[src/rtl/jk_mod_counter_if.sv]
// Purpose: control and status bundle for the JK modulo counter.
//   en, up_dn, load, d_in : counter controls, driven by the master
//   q, tc, wrap           : count value and terminal-count/wrap status, driven by the counter
`timescale 1ns/1ps
interface jk_mod_counter_if #(
    parameter int unsigned WIDTH = 4
);
    logic             en;
    logic             up_dn;
    logic             load;
    logic [WIDTH-1:0] d_in;
    logic [WIDTH-1:0] q;
    logic             tc;
    logic             wrap;

    modport master (
        output en, up_dn, load, d_in,
        input  q, tc, wrap
    );

    modport slave (
        input  en, up_dn, load, d_in,
        output q, tc, wrap
    );
endinterface

[src/rtl/jk_mod_counter.sv]
// Purpose: synchronous modulo-MODULUS up/down counter. Each count bit is a JK cell
//   whose J/K inputs are decoded from the desired next count.
// Ports:
//   clk  : clock, rising-edge active
//   rst  : asynchronous active-low reset (clears count and wrap)
//   bus  : jk_mod_counter_if.slave -- en/up_dn/load/d_in in, q/tc/wrap out
//          (tc is combinational, q and wrap are registered)
`timescale 1ns/1ps
module jk_mod_counter #(
    parameter int unsigned WIDTH   = 4,
    parameter int unsigned MODULUS = 10
) (
    input  logic             clk,
    input  logic             rst,
    jk_mod_counter_if.slave  bus
);
    localparam logic [WIDTH-1:0] MAX_VAL = WIDTH'(MODULUS - 1);

    logic [WIDTH-1:0] r_q;
    logic             r_wrap;
    logic [WIDTH-1:0] w_nxt;
    logic [WIDTH-1:0] w_j;
    logic [WIDTH-1:0] w_k;
    logic             w_wrap_nxt;
    logic             w_at_max;
    logic             w_at_zero;

    // Next-count selection: load (clamped) > count up/down > hold.
    always_comb begin
        w_nxt      = r_q;
        w_wrap_nxt = 1'b0;
        w_at_max   = (r_q == MAX_VAL);
        w_at_zero  = (r_q == '0);
        if (bus.load) begin
            w_nxt = (bus.d_in > MAX_VAL) ? MAX_VAL : bus.d_in;
        end else if (bus.en) begin
            if (bus.up_dn) begin
                if (w_at_max) begin
                    w_nxt      = '0;
                    w_wrap_nxt = 1'b1;
                end else begin
                    w_nxt = r_q + WIDTH'(1);
                end
            end else begin
                if (w_at_zero) begin
                    w_nxt      = MAX_VAL;
                    w_wrap_nxt = 1'b1;
                end else begin
                    w_nxt = r_q - WIDTH'(1);
                end
            end
        end
        // Set a cell that must rise, clear a cell that must fall, otherwise hold.
        w_j = ~r_q & w_nxt;
        w_k = r_q & ~w_nxt;
    end

    // Row of JK cells; the only path that updates the count.
    always_ff @(posedge clk or negedge rst) begin
        if (!rst) begin
            r_q <= '0;
        end else begin
            for (int i = 0; i < int'(WIDTH); i++) begin
                case ({w_j[i], w_k[i]})
                    2'b01:   r_q[i] <= 1'b0;
                    2'b10:   r_q[i] <= 1'b1;
                    2'b11:   r_q[i] <= ~r_q[i];
                    default: r_q[i] <= r_q[i];
                endcase
            end
        end
    end

    // One-cycle pulse following a wrap edge.
    always_ff @(posedge clk or negedge rst) begin
        if (!rst) begin
            r_wrap <= 1'b0;
        end else begin
            r_wrap <= w_wrap_nxt;
        end
    end

    assign bus.q    = r_q;
    assign bus.wrap = r_wrap;
    // Terminal count: the next enabled, non-load edge will wrap.
    assign bus.tc   = bus.en & ~bus.load &
                      ((bus.up_dn & w_at_max) | (~bus.up_dn & w_at_zero));
endmodule
[src/flat_wrapper.sv]
// flat-port wrapper written by rule: the top's interface ports become plain ports
module jk_mod_counter_flat 
#(
    parameter int unsigned WIDTH   = 4,
    parameter int unsigned MODULUS = 10
)
  (clk, rst, bus_en, bus_up_dn, bus_load, bus_d_in, bus_q, bus_tc, bus_wrap);
  jk_mod_counter_if #(.WIDTH(WIDTH)) bus_i ();
  input  logic clk;
  input  logic rst;
  input wire logic [$bits(bus_i.en)-1:0] bus_en;
  input wire logic [$bits(bus_i.up_dn)-1:0] bus_up_dn;
  input wire logic [$bits(bus_i.load)-1:0] bus_load;
  input wire logic [$bits(bus_i.d_in)-1:0] bus_d_in;
  output wire logic [$bits(bus_i.q)-1:0] bus_q;
  output wire logic [$bits(bus_i.tc)-1:0] bus_tc;
  output wire logic [$bits(bus_i.wrap)-1:0] bus_wrap;
  assign bus_i.en = bus_en;
  assign bus_i.up_dn = bus_up_dn;
  assign bus_i.load = bus_load;
  assign bus_i.d_in = bus_d_in;
  assign bus_q = bus_i.q;
  assign bus_tc = bus_i.tc;
  assign bus_wrap = bus_i.wrap;
  jk_mod_counter #(.WIDTH(WIDTH), .MODULUS(MODULUS)) u_core (.clk(clk), .rst(rst), .bus(bus_i));
endmodule
[config.mk]
export PLATFORM = sky130hd
export DESIGN_NAME = jk_mod_counter_flat
export DESIGN_NICKNAME = d
export VERILOG_FILES = /design/src/rtl/jk_mod_counter_if.sv /design/src/rtl/jk_mod_counter.sv /design/src/flat_wrapper.sv
export SDC_FILE = /design/constraint.sdc
export NUM_CORES = 1
export LEC_CHECK = 0
export ABC_CLOCK_PERIOD_IN_PS = 2300
export BUFFER_PORTS_ARGS = -buffer_cell sky130_fd_sc_hd__buf_2
export CORE_AREA = 3 3 40 42
export DETAILED_ROUTE_END_ITERATION = 16
export DIE_AREA = 0 0 43 45
export PLACE_DENSITY = 0.74
export SYNTH_ARGS = -nofsm -noshare
export SYNTH_HDL_FRONTEND = slang
export SYNTH_SLANG_ARGS = --single-unit
[constraint.sdc]
create_clock -name clk -period 2.3 [get_ports clk]
set_input_delay 0.23 -clock clk [delete_from_list [all_inputs] [get_ports clk]]
set_output_delay 0.23 -clock clk [all_outputs]
set_load 0.005 [all_outputs]
==> results of run 1 <==
## cell families (layout without fill, tap and decap cells)
kind of cell    Yosys count  count (layout)  synth area share
fa+ha+maj                 7               7             0.155
flops                     5               5             0.221
mux                       4               4            0.0796
simple gates             16              16             0.199
compound gates           20              20             0.263
buf+inv                   9              28            0.0819
## critical path, cell delays in order, from the launching register on
cell and delay (ps):
dfrtp_2 450, inv_1 150, ha_1 220, nand4b_1 140, a221oi_1 390, o31ai_1 120, ha_1 290, mux2_2 320
## registers in the layout, indices dropped and copies added, names as in the netlist
register / flops
u_core.bus.q: 4
u_core.bus.wrap: 1
## where the power goes
part           internal [mW]  total, mW  switching (mW)
Combinational          0.262      0.518           0.256
Sequential             0.124      0.158          0.0340
Clock                 0.0655     0.0996          0.0341
Total                  0.451      0.775           0.324
## metal layers
layer,wire (um),vias to the layer above,track usage
met4,24,0,0.0542
met3,122,4,0.0359
met5,0,-,0
li1,-,273,-
met2,624,38,0.254
met1,524,264,0.174
## how the worst max path moves through the flow
stage	from	end	cells past startpoint
detailed placement	u_core.bus.q[1]$_DFFE_PN0P_	u_core.bus.q[1]$_DFFE_PN0P_	8
floorplan	u_core.bus.q[0]$_DFFE_PN0P_	u_core.bus.q[1]$_DFFE_PN0P_	8
global placement	u_core.bus.q[1]$_DFFE_PN0P_	u_core.bus.q[1]$_DFFE_PN0P_	8
CTS	u_core.bus.q[1]$_DFFE_PN0P_	u_core.bus.q[1]$_DFFE_PN0P_	8
global route	u_core.bus.q[1]$_DFFE_PN0P_	u_core.bus.q[0]$_DFFE_PN0P_	7
finish	u_core.bus.q[1]$_DFFE_PN0P_	u_core.bus.q[0]$_DFFE_PN0P_	7
## metrics by stage
step / cells / total power [mW]
global route: 95 / 0.850
detailed placement: 90 / 0.646
CTS: 95 / 0.750
floorplan: 61 / 0.522
global placement: 90 / 0.633
finish: 95 / 0.775
## placed cells by master, fill, tap and decap left out, types with 2 or more instances in the layout
cell,Yosys,final
nor2_1,3,3
a221oi_1,2,2
nand4b_1,3,3
o21ai_0,4,4
dfrtp_1,5,4
ha_1,7,6
buf_4,1,3
mux2_2,4,4
buf_2,0,14
clkbuf_4,0,3
inv_1,6,6
a21oi_1,4,4
## timing repair
item | in CTS | in global routing
hold buffers | 1 | 0
resized for setup | 0 | 3
endpoints found under the hold margin | 5 | 0
setup endpoints to repair | 0 | 4
## cell type report
type | count | area [um2]
sequential | 5 | 126
multi-input combinational | 47 | 407
timing repair buffer | 18 | 103
fill | 115 | 582
tap | 15 | 18.8
clock buffer | 4 | 26.3
inverter | 6 | 22.5
==> impl_metrics.csv, run 1 <==
group,metric,value,unit
cells_and_area,syn_to_final_growth,24.3,%
clock_network,cts_tree,"built",
sta,fin_hold_ws,272,ps
floorplanning,initial_core_util,0.440,
sta,finalSetupTns,0,ps
grt,grt.total_usage,0.146,
flow_run,max-cap-violations,0,
synth,synth_cells,61,
placed_design,dp_slack,78.8,ps
grt,grt_pass1_vias,530,
grt,grt_max_degree,14,
drt,firstDrtPassIters,5,
cells_and_area,diodes,0,
synth,synth_area_leaders,"dfrtp_1 22%, ha_1 15%, mux2_2 8.0%",
worst_setup_path,r2r_cells,7,
worst_setup_path,critPathKind,"reg -> reg",
synth,syn_area,566,um2
worst_setup_path,cp-end-kind,"register",
worst_setup_path,crit_required,2420,ps
drt,antenna_left,0,
synth,async_flop_share,1.00,
sta,rsz0062_at_grt,"true",
sta,tightestPinTransition,339,ps
clock_network,clk_pin_slew,40,ps
clock_network,ctsHtreeMaxLevel,1,
synth,synthDominantCellAreaShare,0.221,
floorplanning,fp-row-count,13,
placed_design,gp_congestion,0.919,
clock_network,cts.sinks,5,
placed_design,placedInstanceArea,653,um2
synth,synth_top_cell_by_area,"dfrtp_1",
worst_hold_path,min_to,"u_core.bus.wrap$_DFF_PN0_",
synth,ys_seq_area_frac,0.221,
clock_network,ctsRootBufferMaster,"clkbuf_4",
drt,vias,579,
floorplanning,die_y,45,um
sta,max_freq,454,MHz
grt,antenna_found_initial,0,
drt,via_per_inst,6.09,
synth,yosysMostFrequentCell,"ha_1",
drt,first_iter_violations,22,
clock_network,cts_buffer_depth,2,
floorplanning,die_w,43,um
synth,synthTopCellsByCount,"7 x ha_1, 6 x inv_1, 5 x dfrtp_1",
sta,setup_viol,0,
cells_and_area,final_area,703,um2
sta,max_slew_margin,0.773,
worst_setup_path,r2r-start,"u_core.bus.q[1]$_DFFE_PN0P_",
pwr,leakage,0.321,nW
worst_setup_path,startpoint_type,"register",
drt,drc,0,
status,outcome,"finished, final reports clean",
worst_hold_path,min_path_cells,2,
sta,period_minus_slack,2200,ps
floorplanning,dieArea,1940,um2
worst_setup_path,arrival,2320,ps
sta,finClkSkew,1.86,ps
worst_hold_path,min_from,"bus_load",
cells_and_area,drive_gt1_frac,0.375,
drt,wl_per_cell,13.6,um
cells_and_area,final_core_util,0.547,
synth,synth_cell_type_count,32,
synth,synth.avg_cell_area,9.27,um2
grt,grt_pass1_wl,2140,um
worst_setup_path,crit_fanout,9,
floorplanning,pin_count,15,
drt,wl,1300,um
synth,synth-edff-count,0,
cells_and_area,nNetsFinal,97,
placed_design,port_buffers,14,
clock_network,numCtsBuffers,3,
synth,synthesis.nets,77,
pwr,powerDensity,1100,nW/um2
sta,worst_slack,96.9,ps
synth,synth_seq_cells,5,
sta,finalHoldViolCount,0,
pwr,vdd_drop_max,0.000726,V
floorplanning,core-area,1280,um2
worst_setup_path,rrSetupSlack,100,ps
worst_hold_path,hold_class,"in -> reg",
sta,finalMaxSlewViolations,0,
synth,synth_warnings,0,
clock_network,cts_setup_buffers,0,
synth,synthFlopType,"dfrtp_1",
clock_network,clock_latency,240,ps
worst_setup_path,r2r-end,"u_core.bus.q[0]$_DFFE_PN0P_",
grt,grt-ovfl-total,0,
sta,min_period_over_period,0.958,
placed_design,dp_hpwl,1030,um
Power figures use the tool's default switching activity.
==> inputs of run 2 (changes only) <==
- ABC_AREA: unset -> 1
- PLACE_DENSITY: 0.74 -> 0.7
==> impl_metrics.csv, run 2 <==
group,metric,value,unit
status,outcome,"finished, final reports clean",
grt,grt-ovfl-total,0,
synth,synth_top_family_by_area,"simple AND/OR/NAND/NOR gates",
worst_setup_path,cp_top_family,"adder cells",
grt,antenna_found_initial,0,
sta,period_minus_slack,2050,ps
clock_network,clock_latency,250,ps
clock_network,ctsRootBufferMaster,"clkbuf_4",
worst_setup_path,startpoint_type,"register",
floorplanning,core-area,1280,um2
cells_and_area,mostFrequentLayoutCell,"nand2_1",
sta,max_slew_margin,0.776,
placed_design,port_buffers,14,
floorplanning,dieArea,1940,um2
pwr,leakage,0.341,nW
worst_setup_path,crit_start,"u_core.bus.q[0]$_DFFE_PN0P_",
synth,syn_area,526,um2
worst_hold_path,min_path_cells,2,
clock_network,numCtsBuffers,3,
synth,yosysMostFrequentCell,"nand2_1",
worst_setup_path,crit_fanout,8,
worst_setup_path,crit_buf_inv,1,
synth,synth_top_cell_by_area,"dfrtp_1",
cells_and_area,syn_to_final_growth,20.7,%
worst_setup_path,r2r-start,"u_core.bus.q[0]$_DFFE_PN0P_",
cells_and_area,most-common-layout-cells,"18 x nand2_1, 14 x buf_2, 12 x a21oi_1",
worst_setup_path,rrSetupSlack,250,ps
worst_setup_path,crit_required,2430,ps
drt,vias,586,
cells_and_area,nNetsFinal,112,
sta,tightestPinTransition,336,ps
clock_network,cts_tree,"built",
worst_setup_path,arrival,2180,ps
cells_and_area,drive_gt1_frac,0.211,
synth,synthFlopType,"dfrtp_1",
pwr,total_power,0.785,mW
sta,rsz0062_at_grt,"false",
worst_setup_path,cpPeakStageDelay,490,ps
sta,setup_viol,0,
sta,finalSetupTns,0,ps
clock_network,clk_pin_slew,50,ps
drt,via_per_inst,5.33,
grt,grt_max_degree,10,
synth,synthDominantCellAreaShare,0.238,
sta,min_period_over_period,0.891,
drt,wl_per_cell,12.3,um
synth,synth_cells,78,
floorplanning,die_y,45,um
drt,firstDrtPassIters,4,
floorplanning,die_w,43,um
drt,antenna_left,0,
worst_setup_path,r2r_cells,10,
sta,finalMaxSlewViolations,0,
floorplanning,initial_core_util,0.409,
clock_network,cts_resized,0,
synth,ys_seq_area_frac,0.238,
synth,synth_warnings,0,
worst_hold_path,min_from,"bus_load",
clock_network,cts.sinks,5,
synth,synth_xor_area_frac,0.0167,
worst_setup_path,r2r-end,"u_core.bus.q[1]$_DFFE_PN0P_",
synth,synth_cell_type_count,18,
synth,synth_seq_cells,5,
worst_setup_path,cp_slowest_cell,"dfrtp_1",
drt,drc,0,
sta,finClkSkew,2.70,ps
synth,synth_area_leaders,"dfrtp_1 24%, ha_1 17%, nand2_1 13%",
placed_design,dp_slack,257,ps
synth,async_flop_share,1.00,
cells_and_area,final_core_util,0.494,
placed_design,gp_congestion,0.835,
sta,worst_slack,251,ps
worst_setup_path,cp-end-kind,"register",
pwr,powerDensity,1240,nW/um2
synth,synthSimpleGateAreaFrac,0.305,
synth,synth-compound-area-share,0.186,
pwr,vdd_drop_max,0.000679,V
synth,synth-edff-count,0,
worst_hold_path,hold_class,"in -> reg",
cells_and_area,diodes,0,
clock_network,ctsHtreeMaxLevel,1,
drt,first_iter_violations,10,
grt,grt_pass1_vias,568,
floorplanning,pin_count,15,
cells_and_area,largest_reg_flops,4,
grt,grt.total_usage,0.161,
worst_hold_path,min_to,"u_core.bus.wrap$_DFF_PN0_",
worst_setup_path,crit_chain,"inv_1 -> ha_1 -> a21oi_2 -> o21ai_0 -> nand3_1 -> nand2_1 -> nand2_1 -> ha_1 -> nor2_1 -> a21oi_1",
synth,synthTopCellsByCount,"18 x nand2_1, 12 x a21oi_1, 10 x nor2_1, 7 x ha_1, 7 x inv_1",
cells_and_area,nFillCells,142,
sta,fin_hold_ws,271,ps
placed_design,dp_hpwl,1070,um
worst_setup_path,critPathKind,"reg -> reg",
synth,synthMuxAreaShare,0,
flow_run,max-cap-violations,0,
sta,finalHoldViolCount,0,
clock_network,cts_buffer_depth,2,
synth,synth.avg_cell_area,6.74,um2
drt,wl,1350,um
floorplanning,fp-row-count,13,
sta,max_freq,488,MHz
synth,synthesis.nets,94,
grt,grt_pass1_wl,2330,um
synth,synthAdderAreaFrac,0.167,
==> run 2: how the worst max path moves through the flow <==
stage / endpoint / depth (start not counted)
after floorplan: u_core.bus.q[2]$_DFFE_PN0P_ / 11
after global placement: u_core.bus.q[2]$_DFFE_PN0P_ / 11
after detailed placement: u_core.bus.q[1]$_DFFE_PN0P_ / 10
after CTS: u_core.bus.q[1]$_DFFE_PN0P_ / 10
after global routing: u_core.bus.q[2]$_DFFE_PN0P_ / 11
final: u_core.bus.q[1]$_DFFE_PN0P_ / 10
==> run 2: cell families after synthesis <==
kind of cell / after synthesis
DFF: 5
buffers and inverters: 10
xor gates and xnor gates: 1
AOI/OAI and AO/OA: 18
and+or+nand+nor: 37
adders and majority gates: 7
==> run 2: per-layer routing <==
layer  vias to the layer above  share of wire  global-route usage
li1                        298              -                   -
met1                       271           0.43               0.176
met2                        13           0.50               0.260
met3                         4          0.031              0.0398
met4                         0          0.034               0.139
met5                         -              0                   0
==> run 2: final cells by class <==
class	count	area, um2	share of cell area
multi-input cells	63	354	0.558
flip-flops and latches	5	125	0.197
repair buffers	15	80.1	0.126
clock buffers	4	26.3	0.0414
well taps	15	18.8	0.0296
inverters	8	30.0	0.0473
==> run 2: repair_timing <==
item	CTS	global route
hold buffers	1	0
setup buffers	0	0
hold endpoints to repair	5	0
endpoints found under the setup margin	0	0
==> run 2: report_power, final <==
part	leakage [nW]	switching (mW)	internal [mW]
clock	0.0150	0.0414	0.0659
sequential	0.0611	0.0855	0.129
combinational	0.265	0.270	0.193
total	0.341	0.397	0.388
==> run 2: stage by stage <==
stage | cell area (um2) | instances
floorplan | 526 | 78
global placement | 598 | 105
detailed placement | 598 | 105
CTS | 634 | 110
global route | 634 | 110
finish | 634 | 110
==> run 2: worst register-to-register path: stages (launching register included) <==
cell and delay, ps:
dfrtp_1 490, inv_1 180, ha_1 300, a21oi_2 250
o21ai_0 140, nand3_1 90, nand2_1 50, nand2_1 50
ha_1 230, nor2_1 90, a21oi_1 50
==> inputs of run 3 (changes only) <==
- PLACE_DENSITY: 0.7 -> 0.63
==> impl_metrics.csv, run 3 (synthesis results as in run 2) <==
group,metric,value,unit
placed_design,dp_slack,326,ps
sta,finalSetupTns,0,ps
placed_design,dp_hpwl,987,um
drt,vias,593,
drt,antenna_left,0,
clock_network,ctsRootBufferMaster,"clkbuf_4",
grt,grt-ovfl-total,0,
worst_setup_path,arrival,2100,ps
floorplanning,die_w,43,um
sta,worst_slack,310,ps
grt,grt_pass1_wl,2100,um
status,outcome,"finished, final reports clean",
grt,grt.total_usage,0.152,
placed_design,dp.cells,105,
cells_and_area,final_cell_count_no_fill,110,
drt,firstDrtPassIters,4,
worst_setup_path,cp_slowest_cell,"dfrtp_1",
floorplanning,fp-row-count,13,
sta,finalMaxSlewViolations,0,
sta,max_freq,503,MHz
clock_network,clk_pin_slew,40,ps
sta,finClkSkew,1.26,ps
worst_setup_path,crit_chain,"inv_1 -> ha_1 -> a21oi_2 -> o21ai_0 -> nand3_1 -> nand2_1 -> nand2_1 -> ha_1 -> nor2_1 -> a21oi_1",
clock_network,ctsHtreeMaxLevel,1,
worst_setup_path,critPathKind,"reg -> reg",
sta,max_slew_margin,0.794,
cells_and_area,final_area,634,um2
cells_and_area,largest_reg_flops,4,
grt,antenna_found_initial,0,
placed_design,placedInstanceArea,598,um2
placed_design,gp_congestion,0.826,
floorplanning,dieArea,1940,um2
clock_network,cts.sinks,5,
worst_hold_path,hold_class,"in -> reg",
cells_and_area,seq_area,125,um2
cells_and_area,diodes,0,
grt,grt_max_degree,10,
cells_and_area,nNetsFinal,112,
grt,grt_pass1_vias,505,
worst_setup_path,cp-end-kind,"register",
floorplanning,initial_core_util,0.409,
clock_network,cts_setup_buffers,0,
pwr,leakage,0.341,nW
worst_setup_path,cpPeakStageDelay,480,ps
worst_setup_path,crit_required,2410,ps
clock_network,cts_tree,"built",
drt,wl_per_cell,11.2,um
sta,tightestPinTransition,309,ps
sta,min_period_over_period,0.865,
clock_network,numCtsBuffers,3,
floorplanning,die_y,45,um
sta,finalHoldViolCount,0,
worst_setup_path,startpoint_type,"register",
floorplanning,pin_count,15,
clock_network,cts_resized,0,
sta,period_minus_slack,1990,ps
clock_network,cts_buffer_depth,2,
worst_setup_path,crit_fanout,8,
clock_network,hold_buffers,1,
cells_and_area,drive_gt1_frac,0.211,
drt,via_per_inst,5.39,
drt,wl,1230,um
cells_and_area,multi_input_area,354,um2
drt,drc,0,
placed_design,port_buffers,14,
cells_and_area,nFillCells,131,
floorplanning,core-area,1280,um2
drt,first_iter_violations,10,
sta,setup_viol,0,
pwr,powerDensity,1210,nW/um2
sta,rsz0062_at_grt,"false",
cells_and_area,syn_to_final_growth,20.7,%
cells_and_area,most-common-layout-cells,"18 x nand2_1, 14 x buf_2, 12 x a21oi_1",
cells_and_area,mostFrequentLayoutCell,"nand2_1",
clock_network,clock_latency,240,ps
pwr,vdd_drop_max,0.000830,V
flow_run,max-cap-violations,0,
==> run 3: cell counts in the layout (fill, tap and decap cells not counted) <==
No cell type changed its count.
==> run 3: final cells by class <==
class	count	area share
well taps	15	0.0296
flip-flops and latches	5	0.197
multi-input cells	63	0.558
repair buffers	15	0.126
clock buffers	4	0.0414
inverters	8	0.0473
==> run 3: final timing paths <==
check	start	end	slack, ps	cells after the start
worst min register to register	u_core.bus.q[1]$_DFFE_PN0P_	u_core.bus.q[1]$_DFFE_PN0P_	750	2
worst min-delay path	bus_load	u_core.bus.wrap$_DFF_PN0_	280	2
min in group asynchronous	rst	u_core.bus.q[2]$_DFFE_PN0P_	330	2
worst max-delay path	u_core.bus.q[0]$_DFFE_PN0P_	u_core.bus.q[1]$_DFFE_PN0P_	310	10
worst max register to register	u_core.bus.q[0]$_DFFE_PN0P_	u_core.bus.q[1]$_DFFE_PN0P_	310	10
max in group asynchronous	rst	u_core.bus.wrap$_DFF_PN0_	1840	2
==> run 3: where the power goes <==
| part | switching [mW] | internal, mW | total [mW] |
|---|---|---|---|
| clock | 0.0332 | 0.0654 | 0.0986 |
| combinational | 0.263 | 0.191 | 0.454 |
| sequential | 0.0840 | 0.129 | 0.213 |
| total | 0.380 | 0.385 | 0.765 |
==> run 3: critical path: cells and delay by family, from the launching register on <==
family | cells | cell delay [ps]
AO/OA/AOI/OAI | 3 | 410
AND/OR/NAND/NOR | 4 | 290
adder cells (fa/ha/maj) | 2 | 520
buffers and inverters | 1 | 160
flip-flops | 1 | 480
==> run 3: stage by stage <==
stage,hold slack [ps],utilization,power (mW)
finish,282,0.494,0.765
global route,290,0.494,0.868
CTS,274,0.494,0.774
detailed placement,46.2,0.465,0.667
global placement,44.6,0.465,0.660
floorplan,-65.6,-,0.552
==> run 3: metal layers <==
metal	share of wire	global-route usage	vias up	routed length (um)
li1	-	-	301	-
met1	0.45	0.176	265	549
met2	0.47	0.249	23	572
met3	0.070	0.0598	4	86
met4	0.017	0.0723	0	21
met5	0	0	-	0
